## config.mk

```make
export PLATFORM = sky130hd
export DESIGN_NAME = tick_generator
export DESIGN_NICKNAME = d
export VERILOG_FILES = /design/src/rtl/tick_pkg.sv /design/src/rtl/tick_channel.sv /design/src/rtl/tick_generator.sv
export SDC_FILE = /design/constraint.sdc
export NUM_CORES = 1
export LEC_CHECK = 0
export CAP_MARGIN = 20
export CORE_AREA = 3 3 196 198
export DETAILED_ROUTE_END_ITERATION = 7
export DIE_AREA = 0 0 199 201
export PLACE_DENSITY = 0.82
export SYNTH_ARGS = -nofsm -noshare
export SYNTH_HDL_FRONTEND = slang
export SYNTH_SLANG_ARGS = --single-unit
```

## constraint.sdc

```tcl
create_clock -name clock -period 3.1 [get_ports clock]
set_input_delay 0.465 -clock clock [delete_from_list [all_inputs] [get_ports clock]]
set_output_delay 0.465 -clock clock [all_outputs]
set_load 0.01 [all_outputs]
```

## src/rtl/tick_pkg.sv

```systemverilog
// -----------------------------------------------------------------------------
// tick_pkg
// Shared definitions for the multi-channel clock-enable generator.
//   MODE_PULSE / MODE_SQUARE : encoding of the per-channel mode input.
//   div_lsb()                : low bit of channel ch's divisor inside the
//                              packed div_value bus (ch*width).
// -----------------------------------------------------------------------------
package tick_pkg;

  localparam logic MODE_PULSE  = 1'b0;
  localparam logic MODE_SQUARE = 1'b1;

  function automatic int unsigned div_lsb(input int unsigned ch,
                                          input int unsigned width);
    return ch * width;
  endfunction

endpackage

```

## src/rtl/tick_channel.sv

```systemverilog
// -----------------------------------------------------------------------------
// tick_channel
// One divider channel. Counts clock edges up to the active period and emits a
// one-cycle tick at terminal count; in square mode div_clock toggles on every
// terminal count. A divisor loaded mid-period is parked in a shadow register
// and applied at the next terminal count, so a period change never produces
// a runt pulse.
//
// Ports
//   i_clock      : clock, rising edge
//   i_reset      : asynchronous active-low reset
//   i_enable     : count enable
//   i_mode       : 0 = pulse, 1 = square
//   i_restart    : synchronous phase restart (highest priority)
//   i_load       : capture i_div_value as the new divisor
//   i_div_value  : new divisor
//   o_tick       : one-cycle pulse at terminal count
//   o_div_clock  : pulse mode = tick, square mode = toggles at terminal count
//   o_pending    : a divisor waits in the shadow register
// -----------------------------------------------------------------------------
module tick_channel
  import tick_pkg::*;
#(
  parameter int          WIDTH       = 32,
  parameter int unsigned DEFAULT_DIV = 40000000
) (
  input  logic             i_clock,
  input  logic             i_reset,
  input  logic             i_enable,
  input  logic             i_mode,
  input  logic             i_restart,
  input  logic             i_load,
  input  logic [WIDTH-1:0] i_div_value,
  output logic             o_tick,
  output logic             o_div_clock,
  output logic             o_pending
);

  localparam logic [WIDTH-1:0] DEF_DIV = WIDTH'(DEFAULT_DIV);
  localparam logic [WIDTH-1:0] ONE     = WIDTH'(1);

  logic [WIDTH-1:0] r_counter;
  logic [WIDTH-1:0] r_period;
  logic [WIDTH-1:0] r_shadow;
  logic             r_pending;
  logic             r_tick;
  logic             r_div;

  logic             w_tc;
  logic             w_square;

  // >= rather than == so a counter somehow above the period still wraps.
  assign w_tc     = (r_counter >= r_period);
  assign w_square = (i_mode == MODE_SQUARE);

  always_ff @(posedge i_clock or negedge i_reset) begin
    if (!i_reset) begin
      r_counter <= '0;
      r_period  <= DEF_DIV;
      r_shadow  <= DEF_DIV;
      r_pending <= 1'b0;
      r_tick    <= 1'b0;
      r_div     <= 1'b0;
    end else if (i_restart) begin
      r_counter <= '0;
      r_tick    <= 1'b0;
      r_div     <= 1'b0;
      r_pending <= 1'b0;
      if (i_load)         r_period <= i_div_value;
      else if (r_pending) r_period <= r_shadow;
    end else if (!i_enable) begin
      r_tick <= 1'b0;
      if (!w_square) r_div <= 1'b0;
      // While stopped there is no phase to protect: apply a parked divisor now.
      if (r_pending) begin
        r_period  <= r_shadow;
        r_counter <= '0;
        r_pending <= 1'b0;
      end
      // A load here lands in the shadow and is applied one cycle later;
      // it overrides the pending clear above.
      if (i_load) begin
        r_shadow  <= i_div_value;
        r_pending <= 1'b1;
      end
    end else if (w_tc) begin
      r_counter <= '0;
      r_tick    <= 1'b1;
      r_div     <= w_square ? ~r_div : 1'b1;
      if (i_load) begin
        r_period  <= i_div_value;
        r_pending <= 1'b0;
      end else if (r_pending) begin
        r_period  <= r_shadow;
        r_pending <= 1'b0;
      end
    end else begin
      r_counter <= r_counter + ONE;
      r_tick    <= 1'b0;
      if (!w_square) r_div <= 1'b0;
      if (i_load) begin
        r_shadow  <= i_div_value;
        r_pending <= 1'b1;
      end
    end
  end

  assign o_tick      = r_tick;
  assign o_div_clock = r_div;
  assign o_pending   = r_pending;

endmodule

```

## src/rtl/tick_generator.sv

```systemverilog
// -----------------------------------------------------------------------------
// tick_generator
// Multi-channel clock-enable generator: CHANNELS independent tick_channel
// instances sharing only clock and reset.
//
// Ports
//   clock      : clock, rising edge
//   reset      : asynchronous active-low reset
//   enable     : per-channel count enable
//   mode       : per-channel mode, 0 = pulse, 1 = square
//   restart    : per-channel synchronous phase restart
//   load       : per-channel divisor load strobe
//   div_value  : channel i divisor in [i*WIDTH +: WIDTH]
//   tick       : per-channel one-cycle terminal-count pulse
//   div_clock  : per-channel divided clock (pulse or square)
//   pending    : per-channel shadow divisor waiting
// -----------------------------------------------------------------------------
module tick_generator
  import tick_pkg::*;
#(
  parameter int          CHANNELS    = 4,
  parameter int          WIDTH       = 32,
  parameter int unsigned DEFAULT_DIV = 40000000
) (
  input  logic                      clock,
  input  logic                      reset,
  input  logic [CHANNELS-1:0]       enable,
  input  logic [CHANNELS-1:0]       mode,
  input  logic [CHANNELS-1:0]       restart,
  input  logic [CHANNELS-1:0]       load,
  input  logic [CHANNELS*WIDTH-1:0] div_value,
  output logic [CHANNELS-1:0]       tick,
  output logic [CHANNELS-1:0]       div_clock,
  output logic [CHANNELS-1:0]       pending
);

  for (genvar g = 0; g < CHANNELS; g++) begin : g_ch
    tick_channel #(
      .WIDTH       (WIDTH),
      .DEFAULT_DIV (DEFAULT_DIV)
    ) u_channel (
      .i_clock     (clock),
      .i_reset     (reset),
      .i_enable    (enable[g]),
      .i_mode      (mode[g]),
      .i_restart   (restart[g]),
      .i_load      (load[g]),
      .i_div_value (div_value[div_lsb(g, WIDTH) +: WIDTH]),
      .o_tick      (tick[g]),
      .o_div_clock (div_clock[g]),
      .o_pending   (pending[g])
    );
  end

endmodule
```

---- Word level (Yosys, flattened, before mapping) ----
Index checks and enable logic that the tools add are counted.
storage, ports and cells
  register bits ........................... 396
  latch bits .............................. 0
  bits in writable memories ............... 0
  ROM bits ................................ 0
  input bits .............................. 146
  output and inout port bits .............. 12
  word-level logic and storage cells ...... 160
  memories ................................ 0
operators by class
  add/sub/neg operators ................... 4
  multiply operators ...................... 0
  div/mod/pow operators ................... 0
  order comparisons ....................... 4
  equality and inequality tests ........... 12
  shift operators ......................... 0
  mux-type cells .......................... 100
  bitwise logic cells ..................... 8
  reduce and logical (&&, ||, !) cells .... 8
operators by type and width
  cell                                                              count
  32-bit 2-to-1 mux                                                 48
  32-bit by 1-bit adder with 32-bit output (second input constant)  4
  32-bit greater-or-equal comparator                                4
  1-bit 2-to-1 mux                                                  52
  4-bit by 1-bit != test with 1-bit output (second input constant)  4
  3-bit by 1-bit != test with 1-bit output (second input constant)  4
  3-bit nonzero test                                                4
  2-bit != test (second input constant)                             4
  1-bit NOT                                                         8
  2-bit AND reduction                                               4

---- Depth between registers and ports, before layout ----
  depth after elaboration ................. 5
  gate-level depth with buffers ........... 11

---- Hierarchy ----
From an unflattened synthesis, not the netlist that was laid out.
second synthesis, totals
  cells, all modules ...................... 1889
  area total of the unflattened synthesis .. 21105.2 µm²
modules (own cells, without submodules)
  module                                instances  cells each  area an instance (µm²)
  tick_channel (g_ch[0].u_channel ...)  3          470         5258.8
  tick_channel (g_ch[3].u_channel)      1          479         5328.9

---- Worst setup path after synthesis ----
Ideal clock, no wire load.
  path kind ............................... register -> register
  from .................................... reg g_ch[3].u_channel.r_counter[5]
  to ...................................... reg g_ch[3].u_channel.r_shadow[10]
  library setup time ...................... 0.125 ns
  data arrival time ....................... 2.614 ns
  required time ........................... 2.975 ns
  setup slack ............................. 0.362 ns
  stages on the path, launching flop included .. 10
  buffers on the path ..................... 1
  clock period less this slack ............ 2.738 ns
  path through ............................ dfrtp_1 -> ha_1 -> a21o_1 -> a221oi_1 -> o21ai_0 -> a211o_1 -> a211o_1 -> a21oi_2 -> buf_2 -> mux2_2
between the ends
  cells in the longest elaborated chain, start to end .. 3
ends and longest elaborated chain
  item                                RTL line             text
  start, declared                     tick_channel.sv:42   logic [WIDTH-1:0] r_counter;
  start signal, assigned              tick_channel.sv:98   r_counter <= r_counter + ONE;
  32-bit greater-or-equal comparator  tick_channel.sv:53   assign w_tc = (r_counter >= r_period);
  2-bit != test (no line)             n/a
  2-bit AND reduction (no line)       n/a
  end signal, assigned                tick_channel.sv:83   r_shadow <= i_div_value;
  end signal, assigned                tick_channel.sv:102  r_shadow <= i_div_value;
  end, declared                       tick_channel.sv:44   logic [WIDTH-1:0] r_shadow;
Every way passes these cells.
A chain may end at the register's enable or synchronous reset.

---- Worst setup path after layout ----
  from .................................... reg g_ch[3].u_channel.r_counter[2]
  to ...................................... reg g_ch[3].u_channel.r_shadow[23]
Same word-level chain as after synthesis.

==> results.md <==
- Final Hold Fails: 0
- Vias in the first global route: 15561
- Peak supply drop: 492 uV
- CP endpoint kind: register
- P&R area growth vs syn: 19.1%
- Distinct cells, synth: 64
- Post-synthesis mux area share: 0.0715
- Core Region: 36700 sq um
- P per Cell Area: 555 nW/um^2
- TNS Setup: 0 ps
- Worst-skew pair later-pin latency: 560 ps
- Multi-input gate area: 9270 sq um
- Switching pwr: 3.31 mW
- Post-Synth Simple-Gate Area: 0.109
- Root Buffer: clkbuf_16
- Post-Synth XOR/XNOR Area: 0.0495
- Async S/R FF share, synth: 1.00
- Die width: 199 um
- RSZ-0062 raised after global routing: false
- Ys Warns: 0
- Detailed Route Iter0 Violations: 752
- Number of routed nets with antenna violations: 0
- Fin util: 0.654
- Detailed placement HPWL: 31.3 mm
- Cell Area, Synth: 20200 sq um
- Gr usage total: 0.227
- Min-delay worst type: input port to async pin
- Slew @ Worst Pin: 731 ps
- Clock Path Buffers: 3
- Vias per cell: 5.80
- Die area: 40000 sq um
- Syn_area_per_cell: 10.7 sq um
- Fin Clk Skew: 8.89 ps
- Tot Pwr: 13.3 mW
- Critical Path RT: 3540 ps
- Synth area leaders: dfrtp_1 (41%), dfstp_2 (8.3%), ha_1 (8.2%)
- WHS: 486 ps
- Relative slew margins: 0.511
- Max-Cap Viols: 0
- # DRC: 0
- Post-Syn Nets: 2164
- WL per Instance: 17.7 um
- Worst r2r src: g_ch[3].u_channel.r_counter[2]
- Max Slew Vio Count: 0
- IO Pins: 158
- Largest net degree at the start of global routing: 78
- Initial antenna violation count: 1
- Crit Path Max Fanout: 19
- Post-synth EDFFs: 0
- Critical Path AT: 3410 ps
- Clk pin slew, worst setup/hold paths: 60 ps
- Drt total wl: 45.3 mm
- Initial DRT Pass Iterations: 5
- Worst r2r dst: g_ch[3].u_channel.r_shadow[23]
- Sink Count: 396
- Synth Area in Adders: 0.0819
- Internal power: 10.0 mW
- Starting Density: 0.549
- Storage cell area: 9990 sq um
- Leakage power: 11.0 nW
- Crit start category: register
- Leading area contributor after synthesis: dfrtp_1
- Final Instance Count excl. Fillers: 2554
- Worst reg2reg setup slack: 130 ps
- Sw frac: 0.248
- Synth top area share: 0.412
- Antenna diodes: 0
- Comb power frac: 0.141
- Worst r2r path cells: 9
- DP Cell Count: 2473
- Largest family of logic cells by synthesized area: compound AO/OA/AOI/OAI gates
- Share of layout cells above drive strength 1: 0.164
- Post-synth top cells: dfrtp_1 (332), nor2_1 (157), inv_1 (151)
- GRT Residual Overflow: 0
- IO Port Bufs: 157
- Die Span Y: 201 um
- H-tree levels: 2
- Total number of vias: 14825
- Placer congestion estimate: 0.842
- Seq pwr share: 0.460
- Flops & latches, synth: 396
- CTS tree: done
- Post-Syn Instances: 1886
- Final net count: 2330
- Sequential area share after synthesis: 0.496
- First-pass GRT wire length: 75.6 mm
- Final period utilization: 0.960
- Min Clock Period, post-route: 2970 ps
- Critical path type: register to register
- Final setup viols: 0
- Count leader, synth: dfrtp_1
- Fmax: 336 MHz
- Fill cell count: 2704
- Status: complete, no violations
- Post-synthesis compound-gate area fraction: 0.143
- Clock share of power: 0.399
- CTS Buf Count: 44
- Ys flop type: dfrtp_1
- Row count: 70
## state kept, by name (all words and copies together) (netlist names)
register,cells
g_ch.u_channel.r_counter,128
g_ch.u_channel.r_period,128
g_ch.u_channel.r_shadow,128
g_ch.u_channel.o_div_clock,4
g_ch.u_channel.o_pending,4
g_ch.u_channel.o_tick,4
## critical path, stage by stage (launching register included)
cell     delay [ps]
dfrtp_1         420
ha_1            300
a211o_1         290
a31oi_1         250
o21ai_2         100
a211o_1         360
a211o_1         370
a21oi_4         230
buf_12          200
mux2_2          350
## what timing repair did
action | CTS | global route
hold buffers | 1 | 0
resized for setup | 0 | 20
setup endpoints to repair | 0 | 204
endpoints found under the hold margin | 49 | 0
buffers inserted | 0 | 0
## how the worst max path moves through the flow
stage / from / to / slack, ps / cells past startpoint
finish: g_ch[3].u_channel.r_counter[2] / g_ch[3].u_channel.r_shadow[23] / 130 / 9
global route: g_ch[2].u_channel.r_period[25] / g_ch[2].u_channel.r_counter[2] / 3 / 10
CTS: g_ch[0].u_channel.r_period[12] / g_ch[0].u_channel.r_counter[19] / 3 / 10
detailed placement: g_ch[3].u_channel.r_counter[5] / g_ch[3].u_channel.r_shadow[4] / 60 / 9
global placement: g_ch[2].u_channel.r_counter[0] / g_ch[2].u_channel.r_shadow[7] / 190 / 10
floorplan: g_ch[3].u_channel.r_counter[5] / g_ch[3].u_channel.r_shadow[10] / 360 / 9
## layout by cell type, fill, tap and decap left out, drive strengths merged, types with 8 or more instances in the layout
| cell | Yosys | routed |
|---|---|---|
| a21oi | 62 | 62 |
| mux2 | 128 | 128 |
| ha | 132 | 132 |
| nand2b | 11 | 11 |
| nand4 | 44 | 44 |
| clkdlybuf4s50 | 0 | 156 |
| nand3 | 46 | 46 |
| o21ai | 38 | 38 |
| xor2 | 71 | 71 |
| dfstp | 64 | 64 |
| o22ai | 129 | 129 |
| clkbuf | 54 | 67 |
| nor2 | 163 | 163 |
| a21o | 17 | 17 |
| nor3 | 19 | 19 |
| clkinv | 0 | 8 |
| inv | 151 | 151 |
| and3 | 20 | 20 |
| a2bb2oi | 124 | 124 |
| xnor2 | 43 | 43 |
| or3 | 10 | 10 |
| and2 | 13 | 13 |
| nor4 | 10 | 10 |
| and4 | 9 | 9 |
| nand2 | 99 | 99 |
| buf | 42 | 59 |
| dfrtp | 332 | 332 |
## kinds of logic (layout without fill, tap and decap cells)
family,after synthesis,after routing
flops,396,396
mux,128,128
fa+ha+maj,132,132
compound gates,411,411
buf+inv,247,447
simple gates,458,458
xor+xnor,114,114
## power by group through the flow
stage,clock network (mW),logic (mW),registers [mW]
global placement,0,1.78,6.19
finish,5.31,1.88,6.13
detailed placement,0,1.87,6.21
floorplan,0,1.23,6.11
global route,5.69,2.10,6.20
CTS,5.43,1.89,6.13
## cell type report
class / count / share of cell area
multi-input combinational: 1243 / 0.386
inverter: 151 / 0.0236
timing repair buffer: 216 / 0.0887
tap: 468 / 0.0244
sequential: 396 / 0.416
clock inverter: 13 / 0.00714
clock buffer: 67 / 0.0541
## metrics by stage
step	worst slack (ps)	cell area, sq um
3_5_place_dp	59.6	22400
5_1_grt	3.22	24000
2_1_floorplan	362	20200
3_3_place_gp	188	22400
4_1_cts	3.10	23900
6_report	125	24000
## per-layer routing
metal	global-route usage	vias up	part of all wire
li1	-	7092	-
met1	0.295	7345	0.44
met2	0.386	292	0.49
met3	0.0398	94	0.043
met4	0.0753	2	0.027
met5	0	-	0.00027
No activity file was read; power rests on OpenSTA's default activity.
